`src/rtl/regfile_pkg.sv`:
```
// Shared constants and types for the register-file writeback arbiter.
package regfile_pkg;
  localparam int AW    = 5;
  localparam int DW    = 32;
  localparam int NREGS = 32;

  // Writeback requester slots, index 0 has highest initial priority
  localparam int REQ_ALU  = 0;
  localparam int REQ_MEM  = 1;
  localparam int REQ_LINK = 2;

  typedef enum logic {
    INIT = 1'b0,
    RUN  = 1'b1
  } state_t;
endpackage

```
`src/rtl/regfile_wb_arbiter_rr_arbiter.sv`:
```
// Round-robin grant: first valid requester at or after ptr (mod NUM_REQ).
// Also reports the winning index and the pointer value following it.
module rr_arbiter #(
  parameter int NUM_REQ = 3,
  parameter int PW      = (NUM_REQ > 1) ? $clog2(NUM_REQ) : 1
) (
  input  logic [NUM_REQ-1:0] valid,
  input  logic [PW-1:0]      ptr,
  output logic [NUM_REQ-1:0] grant,
  output logic               anyGrant,
  output logic [PW-1:0]      grantIdx,
  output logic [PW-1:0]      nextPtr
);

  // Rotating priority scan starting at ptr; first hit wins
  always_comb begin
    int idx;
    grant    = '0;
    anyGrant = 1'b0;
    grantIdx = '0;
    nextPtr  = ptr;
    idx      = 0;
    for (int k = 0; k < NUM_REQ; k++) begin
      idx = (int'(ptr) + k) % NUM_REQ;
      if (!anyGrant && valid[idx]) begin
        anyGrant    = 1'b1;
        grant[idx]  = 1'b1;
        grantIdx    = PW'(idx);
        nextPtr     = PW'((idx + 1) % NUM_REQ);
      end
    end
  end

endmodule

```
`src/rtl/regfile_wb_arbiter.sv`:
```
// Register-file write-port owner: zero-fills all registers after reset,
// then round-robins NUM_REQ writeback requesters onto registered wr_*
// outputs and tracks pending writes for decode hazard stalls.
// Optional build macro ZERO_REG_PROTECT_EN: in RUN, writes to register 0
// are accepted but dropped, and register 0 never reads as busy.
module regfile_wb_arbiter #(
  parameter int NUM_REQ = 3,
  parameter int AW      = regfile_pkg::AW,
  parameter int DW      = regfile_pkg::DW,
  parameter int NREGS   = regfile_pkg::NREGS
) (
  input  logic                  clk,
  input  logic                  rst,
  input  logic [NUM_REQ-1:0]    req_valid,
  input  logic [NUM_REQ*AW-1:0] req_addr,
  input  logic [NUM_REQ*DW-1:0] req_data,
  output logic [NUM_REQ-1:0]    req_ready,
  input  logic                  iss_valid,
  input  logic [AW-1:0]         iss_rd,
  input  logic [AW-1:0]         rs_q,
  input  logic [AW-1:0]         rt_q,
  output logic                  busy_rs,
  output logic                  busy_rt,
  output logic                  wr_en,
  output logic [AW-1:0]         wr_addr,
  output logic [DW-1:0]         wr_data,
  output logic                  init_done
);
  import regfile_pkg::*;

  localparam int PW = (NUM_REQ > 1) ? $clog2(NUM_REQ) : 1;

  state_t             state, stateNext;
  logic [AW-1:0]      cnt;
  logic [PW-1:0]      ptr, nextPtr, grantIdx;
  logic [NUM_REQ-1:0] grant;
  logic               anyGrant;
  logic               grantFire;
  logic               writeFire;
  logic [AW-1:0]      selAddr;
  logic [DW-1:0]      selData;
  logic               issSet;
  logic [NREGS-1:0]   busy;

  rr_arbiter #(.NUM_REQ(NUM_REQ), .PW(PW)) uArb (
    .valid    (req_valid),
    .ptr      (ptr),
    .grant    (grant),
    .anyGrant (anyGrant),
    .grantIdx (grantIdx),
    .nextPtr  (nextPtr)
  );

  assign selAddr   = req_addr[int'(grantIdx)*AW +: AW];
  assign selData   = req_data[int'(grantIdx)*DW +: DW];
  assign grantFire = (state == RUN) && anyGrant;
  assign req_ready = (state == RUN) ? grant : '0;

`ifdef ZERO_REG_PROTECT_EN
  // Register 0 is hard-wired: accept the grant but drop the write
  assign writeFire = grantFire && (selAddr != '0);
  assign issSet    = iss_valid && (iss_rd != '0);
  assign busy_rs   = (state == RUN) && (rs_q != '0) && busy[rs_q];
  assign busy_rt   = (state == RUN) && (rt_q != '0) && busy[rt_q];
`else
  assign writeFire = grantFire;
  assign issSet    = iss_valid;
  assign busy_rs   = (state == RUN) && busy[rs_q];
  assign busy_rt   = (state == RUN) && busy[rt_q];
`endif

  // State register
  always_ff @(posedge clk) begin
    if (rst) state <= INIT;
    else     state <= stateNext;
  end

  // Leave INIT once the last fill address has been loaded
  always_comb begin
    stateNext = state;
    case (state)
      INIT:    if (cnt == AW'(NREGS - 1)) stateNext = RUN;
      RUN:     stateNext = RUN;
      default: stateNext = INIT;
    endcase
  end

  // Fill sequencer and registered write port / rr pointer
  always_ff @(posedge clk) begin
    if (rst) begin
      cnt       <= '0;
      ptr       <= '0;
      wr_en     <= 1'b0;
      wr_addr   <= '0;
      wr_data   <= '0;
      init_done <= 1'b0;
    end else if (state == INIT) begin
      wr_en   <= 1'b1;
      wr_addr <= cnt;
      wr_data <= '0;
      cnt     <= cnt + 1'b1;
      if (cnt == AW'(NREGS - 1)) init_done <= 1'b1;
    end else begin
      wr_en <= writeFire;
      if (grantFire) ptr <= nextPtr;
      if (writeFire) begin
        wr_addr <= selAddr;
        wr_data <= selData;
      end
    end
  end

  // Pending-write scoreboard; set is written last so it beats a same-cycle clear
  always_ff @(posedge clk) begin
    if (rst) begin
      busy <= '0;
    end else if (state == RUN) begin
      if (wr_en)  busy[wr_addr] <= 1'b0;
      if (issSet) busy[iss_rd]  <= 1'b1;
    end
  end

endmodule

```
`config.mk`:
```
export PLATFORM = sky130hd
export DESIGN_NAME = regfile_wb_arbiter
export DESIGN_NICKNAME = d
export VERILOG_FILES = /design/src/rtl/regfile_pkg.sv /design/src/rtl/regfile_wb_arbiter_rr_arbiter.sv /design/src/rtl/regfile_wb_arbiter.sv
export SDC_FILE = /design/constraint.sdc
export NUM_CORES = 1
export LEC_CHECK = 0
export CAP_MARGIN = 20
export CORE_ASPECT_RATIO = 0.7
export CORE_MARGIN = 2
export CORE_UTILIZATION = 30
export DETAILED_ROUTE_END_ITERATION = 6
export HOLD_SLACK_MARGIN = 0.05
export PLACE_DENSITY = 0.67
export RECOVER_POWER = 50
export SLEW_MARGIN = 25
export SYNTH_ARGS = -nofsm -noshare
export SYNTH_HDL_FRONTEND = slang
export SYNTH_SLANG_ARGS = --single-unit
```
`constraint.sdc`:
```
create_clock -name clk -period 19.1 [get_ports clk]
set_clock_uncertainty 0.05 [all_clocks]
set_input_delay 2.865 -clock clk [delete_from_list [all_inputs] [get_ports clk]]
set_output_delay 2.865 -clock clk [all_outputs]
set_load 0.02 [all_outputs]
```
* Word level (Yosys, flattened, before mapping)
Cells that the tools add are included.
Storage, ports and cells: word-level logic and storage cells 104, input port bits 132, output and inout bits 44, bits in registers 79
Cells by class: magnitude comparators 12, reduce and logical (&&, ||, !) cells 16, bitwise gates (word level) 6, divide/modulo/power cells 6, multipliers 1, equal/unequal tests 2, muxes and demuxes 45, shifts and indexed selects 2, $add $sub $neg 6
Operators by type and width (number):
- remainder unit 32 x 3 -> 32 bit (second input constant) | 5
- two-way mux 32 bit | 4
- adder 32 x 2 -> 32 bit (second input constant) | 3
- >= comparator 32 x 1 -> 1 bit (second input constant) | 3
- less-than comparator 32 x 4 -> 1 bit (second input constant) | 3
- indexed part select 96 x 8 -> 32 bit | 1
- AND 32 bit | 1
- remainder unit 3 x 3 -> 32 bit (second input constant) | 1
- NOT 32 bit | 1
- OR 32 bit | 1
- less-than comparator 5 x 6 -> 1 bit (second input constant) | 4
- two-way mux 1 bit | 18
- indexed part select 15 x 6 -> 5 bit | 1
- two-way mux 2 bit | 6
- two-way mux 3 bit | 4
- binary-select mux 1 bit (select 5 bit) | 2
- demux 1 bit (select 5 bit) | 2
- >= comparator 5 x 1 -> 1 bit (second input constant) | 2
- logical AND 1 bit | 10
- two-way mux 5 bit | 2
- binary-select mux 1 bit (select 2 bit) | 3
- demux 1 bit (select 2 bit) | 3
- OR 3 bit | 2
- adder 5 x 1 -> 5 bit (second input constant) | 1
- other kinds (12) | 13

* Logic depth before layout (Yosys ltp)
word-level depth 15, mapped depth 30, gate-level depth less buffers 28

* Cells and area by module
From an unflattened synthesis, not the netlist that was laid out.
Unflattened totals: cells, all modules 568, area total of the unflattened synthesis 4709.5 µm²
Modules (own cells, without submodules):
- regfile_wb_arbiter | sequential area each 1581.5 µm², instances 1, cells an instance 516, area an instance 4326.6 µm²
- rr_arbiter | sequential area each 0.0 µm², instances 1, cells an instance 52, area an instance 382.9 µm²

* Least setup slack after synthesis
No wires, ideal clock.
path kind input port to flip-flop, start input port req_valid[1], end register ptr[0], setup time 0.091 ns, data required time 18.959 ns, stages 26, slack 10.949 ns, arrival 8.010 ns, cells stage by stage buf_2 -> mux2i_1 -> mux2_2 -> clkbuf_1 -> nand2_1 -> a22o_1 -> ha_1 -> inv_1 -> o211ai_1 -> or4_1 -> nand3_2 -> mux2_1 -> o22a_2 -> inv_2 -> ha_1 -> nand2b_1 -> a21oi_1 -> a221oi_1 -> a2111oi_2 -> xnor2_1 -> ha_1 -> nor2_1 -> and4_1 -> o22ai_2 -> xnor2_1 -> a311oi_1
On the way: longest elaborated chain between the ends 12, elaborated cells between the ends (all ways) 21, classes of those cells 14 x mux; 7 x reduce/logical
Ends and longest elaborated chain:
- from (decl) | line regfile_wb_arbiter.sv:14 | input logic [NUM_REQ-1:0] req_valid,
- binary-select mux 1 bit (select 2 bit) | line regfile_wb_arbiter_rr_arbiter.sv:25 | if (!anyGrant && valid[idx]) begin
- two-way mux 1 bit (not written as such) (2 in series) | line regfile_wb_arbiter_rr_arbiter.sv:25
- two-way mux 1 bit | line regfile_wb_arbiter_rr_arbiter.sv:25
- zero test 1 bit | line regfile_wb_arbiter_rr_arbiter.sv:25
- logical AND 1 bit | line regfile_wb_arbiter_rr_arbiter.sv:25
- two-way mux 1 bit | line regfile_wb_arbiter_rr_arbiter.sv:25
- zero test 1 bit | line regfile_wb_arbiter_rr_arbiter.sv:25
- logical AND 1 bit | line regfile_wb_arbiter_rr_arbiter.sv:25
- two-way mux 1 bit | line regfile_wb_arbiter_rr_arbiter.sv:25
- logical AND 1 bit | line regfile_wb_arbiter.sv:56 | assign grantFire = (state == RUN) && anyGrant;
- AND reduction 3 bit (no line)
- to (signal assigned) | line regfile_wb_arbiter.sv:105 | if (grantFire) ptr <= nextPtr;
- to (decl) | line regfile_wb_arbiter.sv:35 | logic [PW-1:0] ptr, nextPtr, grantIdx;
Several ways; a longest one is shown, not always the timed one. The select of a mux whose other input is x is not followed. A chain may end at the register's enable or synchronous reset.

* Worst setup path in the final report
Ends and elaborated chain as after synthesis.

==> results.sh <==
export IMPL_cap_viol_max_count=1
export IMPL_yosysWarningCount=0
export IMPL_yosysSeqAreaShare=0.279
export IMPL_timing_final_ws_setup_ns=9.49
export IMPL_cpMaxStageDelayCell="mux2i_2"
export IMPL_drt_iter0_markers=632
export IMPL_synth_area_leaders="dfxtp_1 28%, mux2i_1 8.5%, mux4_2 8.0%, a21oi_1 7.2%, nor2_1 6.8%"
export IMPL_wl_per_cell_um=16.7
export IMPL_yosysTopAreaCell="dfxtp_1"
export IMPL_met1Wirelength_mm=8.34
export IMPL_drt_pre_antenna_iters=6
export IMPL_drt_wl_total_mm=18.1
export IMPL_finalHoldViolations=0
export IMPL_cp_num_buf_inv=4
export IMPL_portBuffers=175
export IMPL_max_stage_delay_ns=0.66
export IMPL_place_hpwl_mm=13.3
export IMPL_start_util=0.310
export IMPL_relSlewSlack=-0.608
export IMPL_diodes=0
export IMPL_core_mm2=0.0183
export IMPL_cp_max_fo=13
export IMPL_highest_layer="met4"
export IMPL_yosysTopAreaCellShare=0.279
export IMPL_timing_final_crit_share=0.503
export IMPL_ir_drop_mv=0.0367
export IMPL_grt_pass1_wl_mm=29.0
export IMPL_required_ns=19.28
export IMPL_synthToLayoutAreaGrowth_pct=39.2
export IMPL_cts_setup_buffers=0
export IMPL_dp_slack_ns=9.24
export IMPL_die_h_um=119
export IMPL_r2r_end="ptr[0]"
export IMPL_synth_top_cells_by_count="102 x nor2_1, 82 x a21oi_1, 79 x dfxtp_1"
export IMPL_antenna_found_initial=0
export IMPL_p_leak_uw=0.00285
export IMPL_cts_sinks=79
export IMPL_cts_resized_gates=0
export IMPL_clockBufferDepth=2
export IMPL_tightest_slew_ns=2.41
export IMPL_setup_viol=0
export IMPL_synth_area_mm2=0.00566
export IMPL_clk_insertion_delay_late_ns=0.35
export IMPL_first_global_vias=5508
export IMPL_nNetsFinal=992
export IMPL_final_layout_size_suffix_gt1_frac=0.0885
export IMPL_fin_area_mm2=0.00788
export IMPL_fmax_mhz=104
export IMPL_drtAntennaViolNets=0
export IMPL_h_tree_depth=3
export IMPL_cts_tree="yes"
export IMPL_timing_rr_start="ptr[1]"
export IMPL_synth_nets=851
export IMPL_grt_setup_unrepaired="no"
export IMPL_grt_total_usage=0.181
export IMPL_fillCellCount=1866
export IMPL_ys_types=71
export IMPL_status="finished with violations"
export IMPL_dieArea_mm2=0.0200
export IMPL_grt_overflow=0
export IMPL_top_level_ports=176
export IMPL_holdPathStages=2
export IMPL_gp_congestion=0.896
export IMPL_hold_path_class="reg -> reg"
export IMPL_syn_inst=701
export IMPL_avgViaCountPerCell=5.40
export IMPL_ys_seq_elements=79
export IMPL_cts_root_buf="clkbuf_16"
export IMPL_min_to="wr_data[20]"
export IMPL_syn_avg_cell_area_um2=8.08
export IMPL_hp_start="wr_data[20]"
export IMPL_synthArstFlopShare=0
export IMPL_rows=41
export IMPL_p_per_area_mw_per_mm2=53.5
export IMPL_r2r_cells=27
export IMPL_start_kind="input port"
export IMPL_cts_made_buffers=9
export IMPL_violations="capacitance limit, slew limit"
export IMPL_critPathTopFamily="compound AO/OA/AOI/OAI gates"
export IMPL_cts_hold_buf=0
export IMPL_grt_max_degree=77
export IMPL_vias=5846
export IMPL_met3_length_mm=1.48
export IMPL_period_minus_slack_ns=9.61
export IMPL_crit_arrival_ns=9.79
export IMPL_cp_common_cell="ha_1"
export IMPL_r2r_slack_ns=11.62
export IMPL_drc=0
export IMPL_final_max_slew_viol_count=49
export IMPL_timing_worst_setup_path_type="in -> reg"
export IMPL_setup_tns_ns=0
export IMPL_cts_clk_slew_worst_paths_ns=0.06
export IMPL_synth_edff_count=0
export IMPL_dpl_cell_area_mm2=0.00758
export IMPL_endpoint_kind="flip-flop"
export IMPL_ys_flop_type="dfxtp_1"
export IMPL_timing_hold_ws_ns=0.434
export IMPL_wl_met2_mm=8.10
export IMPL_die_w_um=168
export IMPL_synth_most_common_cell="nor2_1"
## flip-flops by register name, indices dropped and copies added, names as in the netlist
signal and count:
wr_data 32, cnt 5, ptr 2, init_done 1, state 1, wr_addr 5, busy 32, wr_en 1
## metal layers
metal | track usage | up-vias
li1 | - | 2850
met3 | 0.0515 | 17
met4 | 0.0383 | 0
met5 | 0 | -
met2 | 0.287 | 267
met1 | 0.245 | 2712
## worst max-delay path by stage
stage	slack (ns)	cells after the start	start	to
floorplan	10.95	26	req_valid[1]	ptr[0]
finish	9.49	26	req_valid[1]	ptr[0]
global placement	9.42	26	req_valid[1]	ptr[0]
CTS	9.58	26	req_valid[1]	ptr[0]
global route	8.95	26	req_valid[1]	ptr[0]
detailed placement	9.24	26	req_valid[1]	ptr[0]
## layout by cell type (no fill, tap or decap), types with 14 or more instances in the layout
master           synthesis  final
a211oi_1                44     44
a21oi_1                 82     82
clkdlybuf4s50_1          0    152
dfxtp_1                 79     79
dlygate4sd3_1            0     23
ha_1                    18     18
inv_1                   14     14
mux2i_1                 48     48
mux4_2                  20     20
nand2_1                 56     56
nor2_1                 102    101
o21ai_0                 45     45
## cell type report
type,instances,area (um^2),share of cell area
repair buffers,183,1810,0.229
multi-input cells,554,3830,0.486
well taps,236,295,0.0375
flip-flops and latches,79,1580,0.201
clock buffers,10,239,0.0303
inverters,15,56.3,0.00715
clock inverters,6,68.8,0.00873
## cell families (layout without fill, tap and decap cells)
family                   after synthesis  count (layout)  share of synthesized area
flip-flops                            79              79                      0.279
AND/OR/NAND/NOR                      234             234                      0.194
multiplexers                          76              76                      0.181
buffers and inverters                 68             214                     0.0488
XOR/XNOR                              12              12                     0.0186
AO/OA/AOI/OAI                        214             214                      0.238
adder cells (fa/ha/maj)               18              18                     0.0398
## through the flow
stage / std cells / power [uW] / util
3_5_place_dp: 1067 / 247 / 0.415
5_1_grt: 1083 / 440 / 0.431
4_1_cts: 1083 / 426 / 0.432
3_3_place_gp: 1067 / 246 / 0.415
6_report: 1083 / 421 / 0.431
2_1_floorplan: 701 / 209 / -
## worst reg2reg max path, delay by kind of cell, from the launching register on
family                   cells  cell delay [ns]
AO/OA/AOI/OAI                8             1.92
AND/OR/NAND/NOR              4             1.00
flip-flops                   1             0.37
buffers and inverters        4             0.46
XOR/XNOR                     3             0.53
multiplexers                 3             1.26
adder cells (fa/ha/maj)      5             1.78
## report_power, final
part	internal [uW]	switching (uW)
clock	105	73.3
sequential	166	1.41
combinational	42.7	32.7
total	314	107
(Power assumes the default switching activity.)
